==> config.mk <==
export PLATFORM = sky130hd
export DESIGN_NAME = vga_timing_gen
export DESIGN_NICKNAME = d
export VERILOG_FILES = /design/src/rtl/vga_timing_pkg.sv /design/src/rtl/vga_axis_fsm.sv /design/src/rtl/vga_timing_gen.sv
export SDC_FILE = /design/constraint.sdc
export NUM_CORES = 1
export LEC_CHECK = 0
export CAP_MARGIN = 20
export CORE_UTILIZATION = 35
export CTS_BUF_LIST = sky130_fd_sc_hd__clkbuf_8
export CTS_CLUSTER_SIZE = 16
export DETAILED_ROUTE_END_ITERATION = 16
export GPL_TIMING_DRIVEN = 0
export HOLD_SLACK_MARGIN = 0.12
export PLACE_DENSITY = 0.72
export REMOVE_ABC_BUFFERS = 1
export SLEW_MARGIN = 10
export SYNTH_ARGS = -nofsm -noshare
export SYNTH_HDL_FRONTEND = slang
export SYNTH_SLANG_ARGS = --single-unit
==> constraint.sdc <==
create_clock -name i_Clk -period 2.6 [get_ports i_Clk]
set_clock_uncertainty 0.2 [all_clocks]
set_input_delay 0.52 -clock i_Clk [delete_from_list [all_inputs] [get_ports i_Clk]]
set_output_delay 0.52 -clock i_Clk [all_outputs]
set_load 0.05 [all_outputs]
==> src/rtl/vga_timing_pkg.sv <==
// Shared types and default 640x480@60 geometry for the VGA timing generator.
package vga_timing_pkg;

    typedef enum logic [1:0] {
        ACTIVE = 2'd0,
        FRONT  = 2'd1,
        SYNC   = 2'd2,
        BACK   = 2'd3
    } phase_t;

    localparam int COUNT_W = 10;

    localparam int DEF_TOTAL_COLS       = 800;
    localparam int DEF_TOTAL_ROWS       = 525;
    localparam int DEF_ACTIVE_COLS      = 640;
    localparam int DEF_ACTIVE_ROWS      = 480;
    localparam int DEF_FRONT_PORCH_HORZ = 18;
    localparam int DEF_BACK_PORCH_HORZ  = 50;
    localparam int DEF_FRONT_PORCH_VERT = 10;
    localparam int DEF_BACK_PORCH_VERT  = 33;

endpackage

==> src/rtl/vga_axis_fsm.sv <==
// One timing axis: position counter plus phase FSM that tracks the region the count sits in.
//
// state  | meaning
// ACTIVE | count in visible region
// FRONT  | front porch
// SYNC   | sync pulse region
// BACK   | back porch, returns to ACTIVE on wrap
module vga_axis_fsm
    import vga_timing_pkg::*;
#(
    parameter int TOTAL       = DEF_TOTAL_COLS,
    parameter int ACTIVE_LEN  = DEF_ACTIVE_COLS,
    parameter int FRONT_PORCH = DEF_FRONT_PORCH_HORZ,
    parameter int BACK_PORCH  = DEF_BACK_PORCH_HORZ
) (
    input  logic               clk,
    input  logic               reset,
    input  logic               advance,
    output logic [COUNT_W-1:0] count,
    output phase_t             phase,
    output logic               wrap
);

    localparam logic [COUNT_W-1:0] ACTIVE_LAST = COUNT_W'(ACTIVE_LEN - 1);
    localparam logic [COUNT_W-1:0] FRONT_LAST  = COUNT_W'(ACTIVE_LEN + FRONT_PORCH - 1);
    localparam logic [COUNT_W-1:0] SYNC_LAST   = COUNT_W'(TOTAL - BACK_PORCH - 1);
    localparam logic [COUNT_W-1:0] LAST        = COUNT_W'(TOTAL - 1);

    logic [COUNT_W-1:0] count_next;
    phase_t             phase_next;

    assign wrap = advance && (count == LAST);

    // Phase changes as the count leaves the last position of a region, so phase always matches count.
    always_comb begin
        count_next = count;
        phase_next = phase;
        if (advance) begin
            count_next = wrap ? '0 : count + COUNT_W'(1);
            case (phase)
                ACTIVE:  if (count == ACTIVE_LAST) phase_next = FRONT;
                FRONT:   if (count == FRONT_LAST)  phase_next = SYNC;
                SYNC:    if (count == SYNC_LAST)   phase_next = BACK;
                BACK:    if (wrap)                 phase_next = ACTIVE;
                default: phase_next = ACTIVE;
            endcase
        end
    end

    always_ff @(posedge clk) begin
        if (reset) begin
            count <= '0;
            phase <= ACTIVE;
        end else begin
            count <= count_next;
            phase <= phase_next;
        end
    end

endmodule

==> src/rtl/vga_timing_gen.sv <==
// VGA sync/blanking generator; syncs, active, frame start and video lag the counts by one cycle.
// Optional VGA_TIMING_TEST_PATTERN_EN adds i_Pattern_Sel and an 8-bar colour pattern.
module vga_timing_gen
    import vga_timing_pkg::*;
#(
    parameter int VIDEO_WIDTH      = 3,
    parameter int TOTAL_COLS       = DEF_TOTAL_COLS,
    parameter int TOTAL_ROWS       = DEF_TOTAL_ROWS,
    parameter int ACTIVE_COLS      = DEF_ACTIVE_COLS,
    parameter int ACTIVE_ROWS      = DEF_ACTIVE_ROWS,
    parameter int FRONT_PORCH_HORZ = DEF_FRONT_PORCH_HORZ,
    parameter int BACK_PORCH_HORZ  = DEF_BACK_PORCH_HORZ,
    parameter int FRONT_PORCH_VERT = DEF_FRONT_PORCH_VERT,
    parameter int BACK_PORCH_VERT  = DEF_BACK_PORCH_VERT
) (
    input  logic                   i_Clk,
    input  logic                   i_Reset,
    input  logic                   i_Enable,
`ifdef VGA_TIMING_TEST_PATTERN_EN
    input  logic                   i_Pattern_Sel,
`endif
    input  logic [VIDEO_WIDTH-1:0] i_Red_Video,
    input  logic [VIDEO_WIDTH-1:0] i_Grn_Video,
    input  logic [VIDEO_WIDTH-1:0] i_Blu_Video,
    output logic [COUNT_W-1:0]     o_Col_Count,
    output logic [COUNT_W-1:0]     o_Row_Count,
    output logic                   o_HSync,
    output logic                   o_VSync,
    output logic                   o_Active,
    output logic                   o_Frame_Start,
    output logic [VIDEO_WIDTH-1:0] o_Red_Video,
    output logic [VIDEO_WIDTH-1:0] o_Grn_Video,
    output logic [VIDEO_WIDTH-1:0] o_Blu_Video
);

    phase_t h_phase, v_phase;
    logic   h_wrap, v_wrap;
    logic   origin;
    logic   active;
    logic [VIDEO_WIDTH-1:0] red_src, grn_src, blu_src;

    vga_axis_fsm #(
        .TOTAL(TOTAL_COLS), .ACTIVE_LEN(ACTIVE_COLS),
        .FRONT_PORCH(FRONT_PORCH_HORZ), .BACK_PORCH(BACK_PORCH_HORZ)
    ) u_horz (
        .clk(i_Clk), .reset(i_Reset), .advance(i_Enable),
        .count(o_Col_Count), .phase(h_phase), .wrap(h_wrap)
    );

    vga_axis_fsm #(
        .TOTAL(TOTAL_ROWS), .ACTIVE_LEN(ACTIVE_ROWS),
        .FRONT_PORCH(FRONT_PORCH_VERT), .BACK_PORCH(BACK_PORCH_VERT)
    ) u_vert (
        .clk(i_Clk), .reset(i_Reset), .advance(h_wrap),
        .count(o_Row_Count), .phase(v_phase), .wrap(v_wrap)
    );

    assign active = (h_phase == ACTIVE) && (v_phase == ACTIVE);

`ifdef VGA_TIMING_TEST_PATTERN_EN
    logic [COUNT_W+2:0] col_x8;
    logic [2:0]         bar;

    assign col_x8  = {o_Col_Count, 3'b000};
    assign bar     = 3'(32'(col_x8) / ACTIVE_COLS);
    assign red_src = i_Pattern_Sel ? {VIDEO_WIDTH{bar[2]}} : i_Red_Video;
    assign grn_src = i_Pattern_Sel ? {VIDEO_WIDTH{bar[1]}} : i_Grn_Video;
    assign blu_src = i_Pattern_Sel ? {VIDEO_WIDTH{bar[0]}} : i_Blu_Video;
`else
    assign red_src = i_Red_Video;
    assign grn_src = i_Grn_Video;
    assign blu_src = i_Blu_Video;
`endif

    // Flags that the counters currently sit at (0,0); avoids a full-width compare of both counts.
    always_ff @(posedge i_Clk) begin
        if (i_Reset) begin
            origin <= 1'b1;
        end else if (i_Enable) begin
            origin <= v_wrap;
        end
    end

    always_ff @(posedge i_Clk) begin
        if (i_Reset || !i_Enable) begin
            o_HSync       <= 1'b1;
            o_VSync       <= 1'b1;
            o_Active      <= 1'b0;
            o_Frame_Start <= 1'b0;
            o_Red_Video   <= '0;
            o_Grn_Video   <= '0;
            o_Blu_Video   <= '0;
        end else begin
            o_HSync       <= (h_phase != SYNC);
            o_VSync       <= (v_phase != SYNC);
            o_Active      <= active;
            o_Frame_Start <= origin;
            o_Red_Video   <= active ? red_src : '0;
            o_Grn_Video   <= active ? grn_src : '0;
            o_Blu_Video   <= active ? blu_src : '0;
        end
    end

endmodule

==> metrics <==
status=finished clean; warnings from Yosys=0; row count=25; final slew viol count=0; Vias=1450; vias in the first global route=1295; P per Cell Area=452 nW/um^2; most frequent cells in the layout=clkdlybuf4s50_1 (43), dfxtp_1 (36), nor2_1 (20), inv_1 (15), ha_1 (13); Overall Global Routing Usage=14.4%; async set-reset flop share out of synthesis=0%; unrepaired setup endpoints after global routing=no; area delta synth->final=32.8%; Mapped Area=1770 sq um; nets=259; met3 wire length=168 um; Place WS=-0.518 ns; Antenna Violating Nets Remaining=0; worst setup path class=reg2reg; Top Family by Delay on Critical Path=compound AO/OA/AOI/OAI gates; TritonCTS clock tree=yes; Die W=73.1 um; Hold Violations, Final=0; Critical R2R Launch=u_horz.count[0]; Critical Path RT=2.58 ns; final setup margin=0.138 ns; crit share post-route=94.7%; clock transition at the registers of the reported paths=0.07 ns; Routed Wire Length=3610 um; GP Congestion=0.752; CP arrival=2.45 ns; CTS Hold Bufs=0; LEAKAGE=0.892 nW; Slowest cell on crit path=or4_4; core area=4790 sq um; hpwl dp=2580 um; Clock Sink Count=38; synth unique cells=41; H-tree levels=2; die height=73.1 um; ys flop type=dfxtp_1; DRC=0; Max-slew headroom=44.2%; Iter 0 DRT Violations=80; EDFF count, synth=0; I/O Buffers=44; final setup fails=0; Peak Freq=406 MHz; share of layout cells above drive strength 1=5.56%; CP cell instances=ha_1 -> nand4_2 -> or4_4 -> a2111oi_4 -> a21oi_1 -> a311oi_1; CTS Buf Count=5; largest net degree at the start of global routing=19; total negative slack=0 ns; root buf cell=clkbuf_8; Clock Latency Late Sink=0.28 ns; wire length per cell=12.0 um; CP peak stage delay=0.58 ns; HP Class=reg2reg; vias per cell=4.82; M1 wire length=1720 um; VDD IR max=0.000192 V; CP Launch Point=u_horz.count[0]; total gr overflow=0; commonest non-fill, non-tap cell in the layout=clkdlybuf4s50_1; overall power=1.06 mW; Fillers=471; Max Cap Viol=0; initial antenna violation count=0; top routing layer in use=met4; Starting Density=37.0%; first-pass GRT wire length=5840 um; sequential fraction of the synthesis area=42.9%; Syn Inst Count=188; minimum clock period=2.46 ns; TritonRoute pass-1 iters=4; WL met2=1660 um; antenna cells=0; Synth Area per Inst=9.42 sq um; Bufs and invs on worst path=0; CP startpoint kind=flop; Max clock buf depth=2; IO Pins=45; die area=5350 sq um; crit end category=flop; hold path startpoint=origin; Critical Path Fanout Max=7; worst slew pin tran=0.830 ns; Seq cells post-synth=38
cell usage after synthesis (2+ instances only):
cell type  number  area, sq um
xor2_1          8         70.1
inv_1          13         48.8
and2_1         11         68.8
a31oi_1         2         12.5
nand4_1         7         43.8
o41a_1          2         22.5
and3_1          6         37.5
dfxtp_1        38          761
nand2_1        11         41.3
mux2i_1         2         20.0
a21oi_1         5         25.0
nor4_1          3         18.8
clkbuf_1        4         15.0
nand3_1         2         10.0
nor2_1         20         75.1
ha_1           13          163
nor3_1         10         50.1
xnor2_1         8         70.1
worst reg2reg max path, delay by kind of cell, from the launching register on:
| family | cells | cell delay (ns) |
|---|---|---|
| AOI/OAI and AO/OA | 3 | 0.82 |
| adders and majority gates | 1 | 0.21 |
| DFF | 1 | 0.38 |
| and+or+nand+nor | 2 | 0.75 |
registers in the layout (all words and copies together), names as in the netlist:
| signal | cells |
|---|---|
| o_Grn_Video | 3 |
| o_Frame_Start | 1 |
| o_VSync | 1 |
| o_HSync | 1 |
| u_vert.count | 10 |
| u_horz.count | 10 |
| origin | 1 |
| o_Active | 1 |
| o_Blu_Video | 3 |
| o_Red_Video | 3 |
| u_horz.phase | 2 |
| u_vert.phase | 2 |
routing by layer:
layer  vias up  global-route usage (%)
li1        740                       -
met1       667                    18.3
met2        36                    22.6
met3         7                    4.28
met4         0                    5.88
met5         -                       0
power by group:
part	switching [mW]	total [mW]	internal (mW)	leakage, nW
Clock	0.189	0.366	0.177	0.0466
Combinational	0.0581	0.0973	0.0393	0.536
Sequential	0.00642	0.600	0.594	0.309
final timing paths:
| kind | end | slack (ns) | cells past startpoint |
|---|---|---|---|
| worst max-delay path | u_horz.phase[0] | 0.14 | 6 |
| worst min-delay path | origin | 0.25 | 1 |
| worst max register to register | u_horz.phase[0] | 0.14 | 6 |
| worst min register to register | origin | 0.25 | 1 |
timing repair:
item	CTS	global route
gates cloned	0	0
gates resized for setup	1	4
pin swaps	0	0
hold endpoints to repair	0	0
buffers inserted	0	0
setup endpoints to repair	15	9
stage by stage:
stage | hold WS, ns | utilization [%] | area (sq um) | cells
2_1_floorplan | 0.222 | - | 1740 | 182
3_3_place_gp | 0.235 | 47.3 | 2260 | 293
3_5_place_dp | 0.244 | 47.6 | 2280 | 294
4_1_cts | 0.264 | 49.2 | 2350 | 301
5_1_grt | 0.290 | 49.2 | 2350 | 301
6_report | 0.254 | 49.2 | 2350 | 301
area by class of cell:
class                      count  area [sq um]  share of cell area, %
clock inverter                 2          7.51                  0.319
tap                           67          83.8                   3.56
inverter                      13          48.8                   2.07
timing repair buffer          45           447                   19.0
clock buffer                   5          68.8                   2.92
sequential                    38           763                   32.4
multi-input combinational    131           935                   39.7
cell families after synthesis:
group,Yosys count,synth area share (%)
DFF,38,42.9
and+or+nand+nor,80,24.7
buffers and inverters,19,4.66
muxes,2,1.13
adders and majority gates,13,9.18
xor gates and xnor gates,16,7.91
AOI/OAI and AO/OA,20,9.46
No activity file was read; power rests on OpenSTA's default activity.
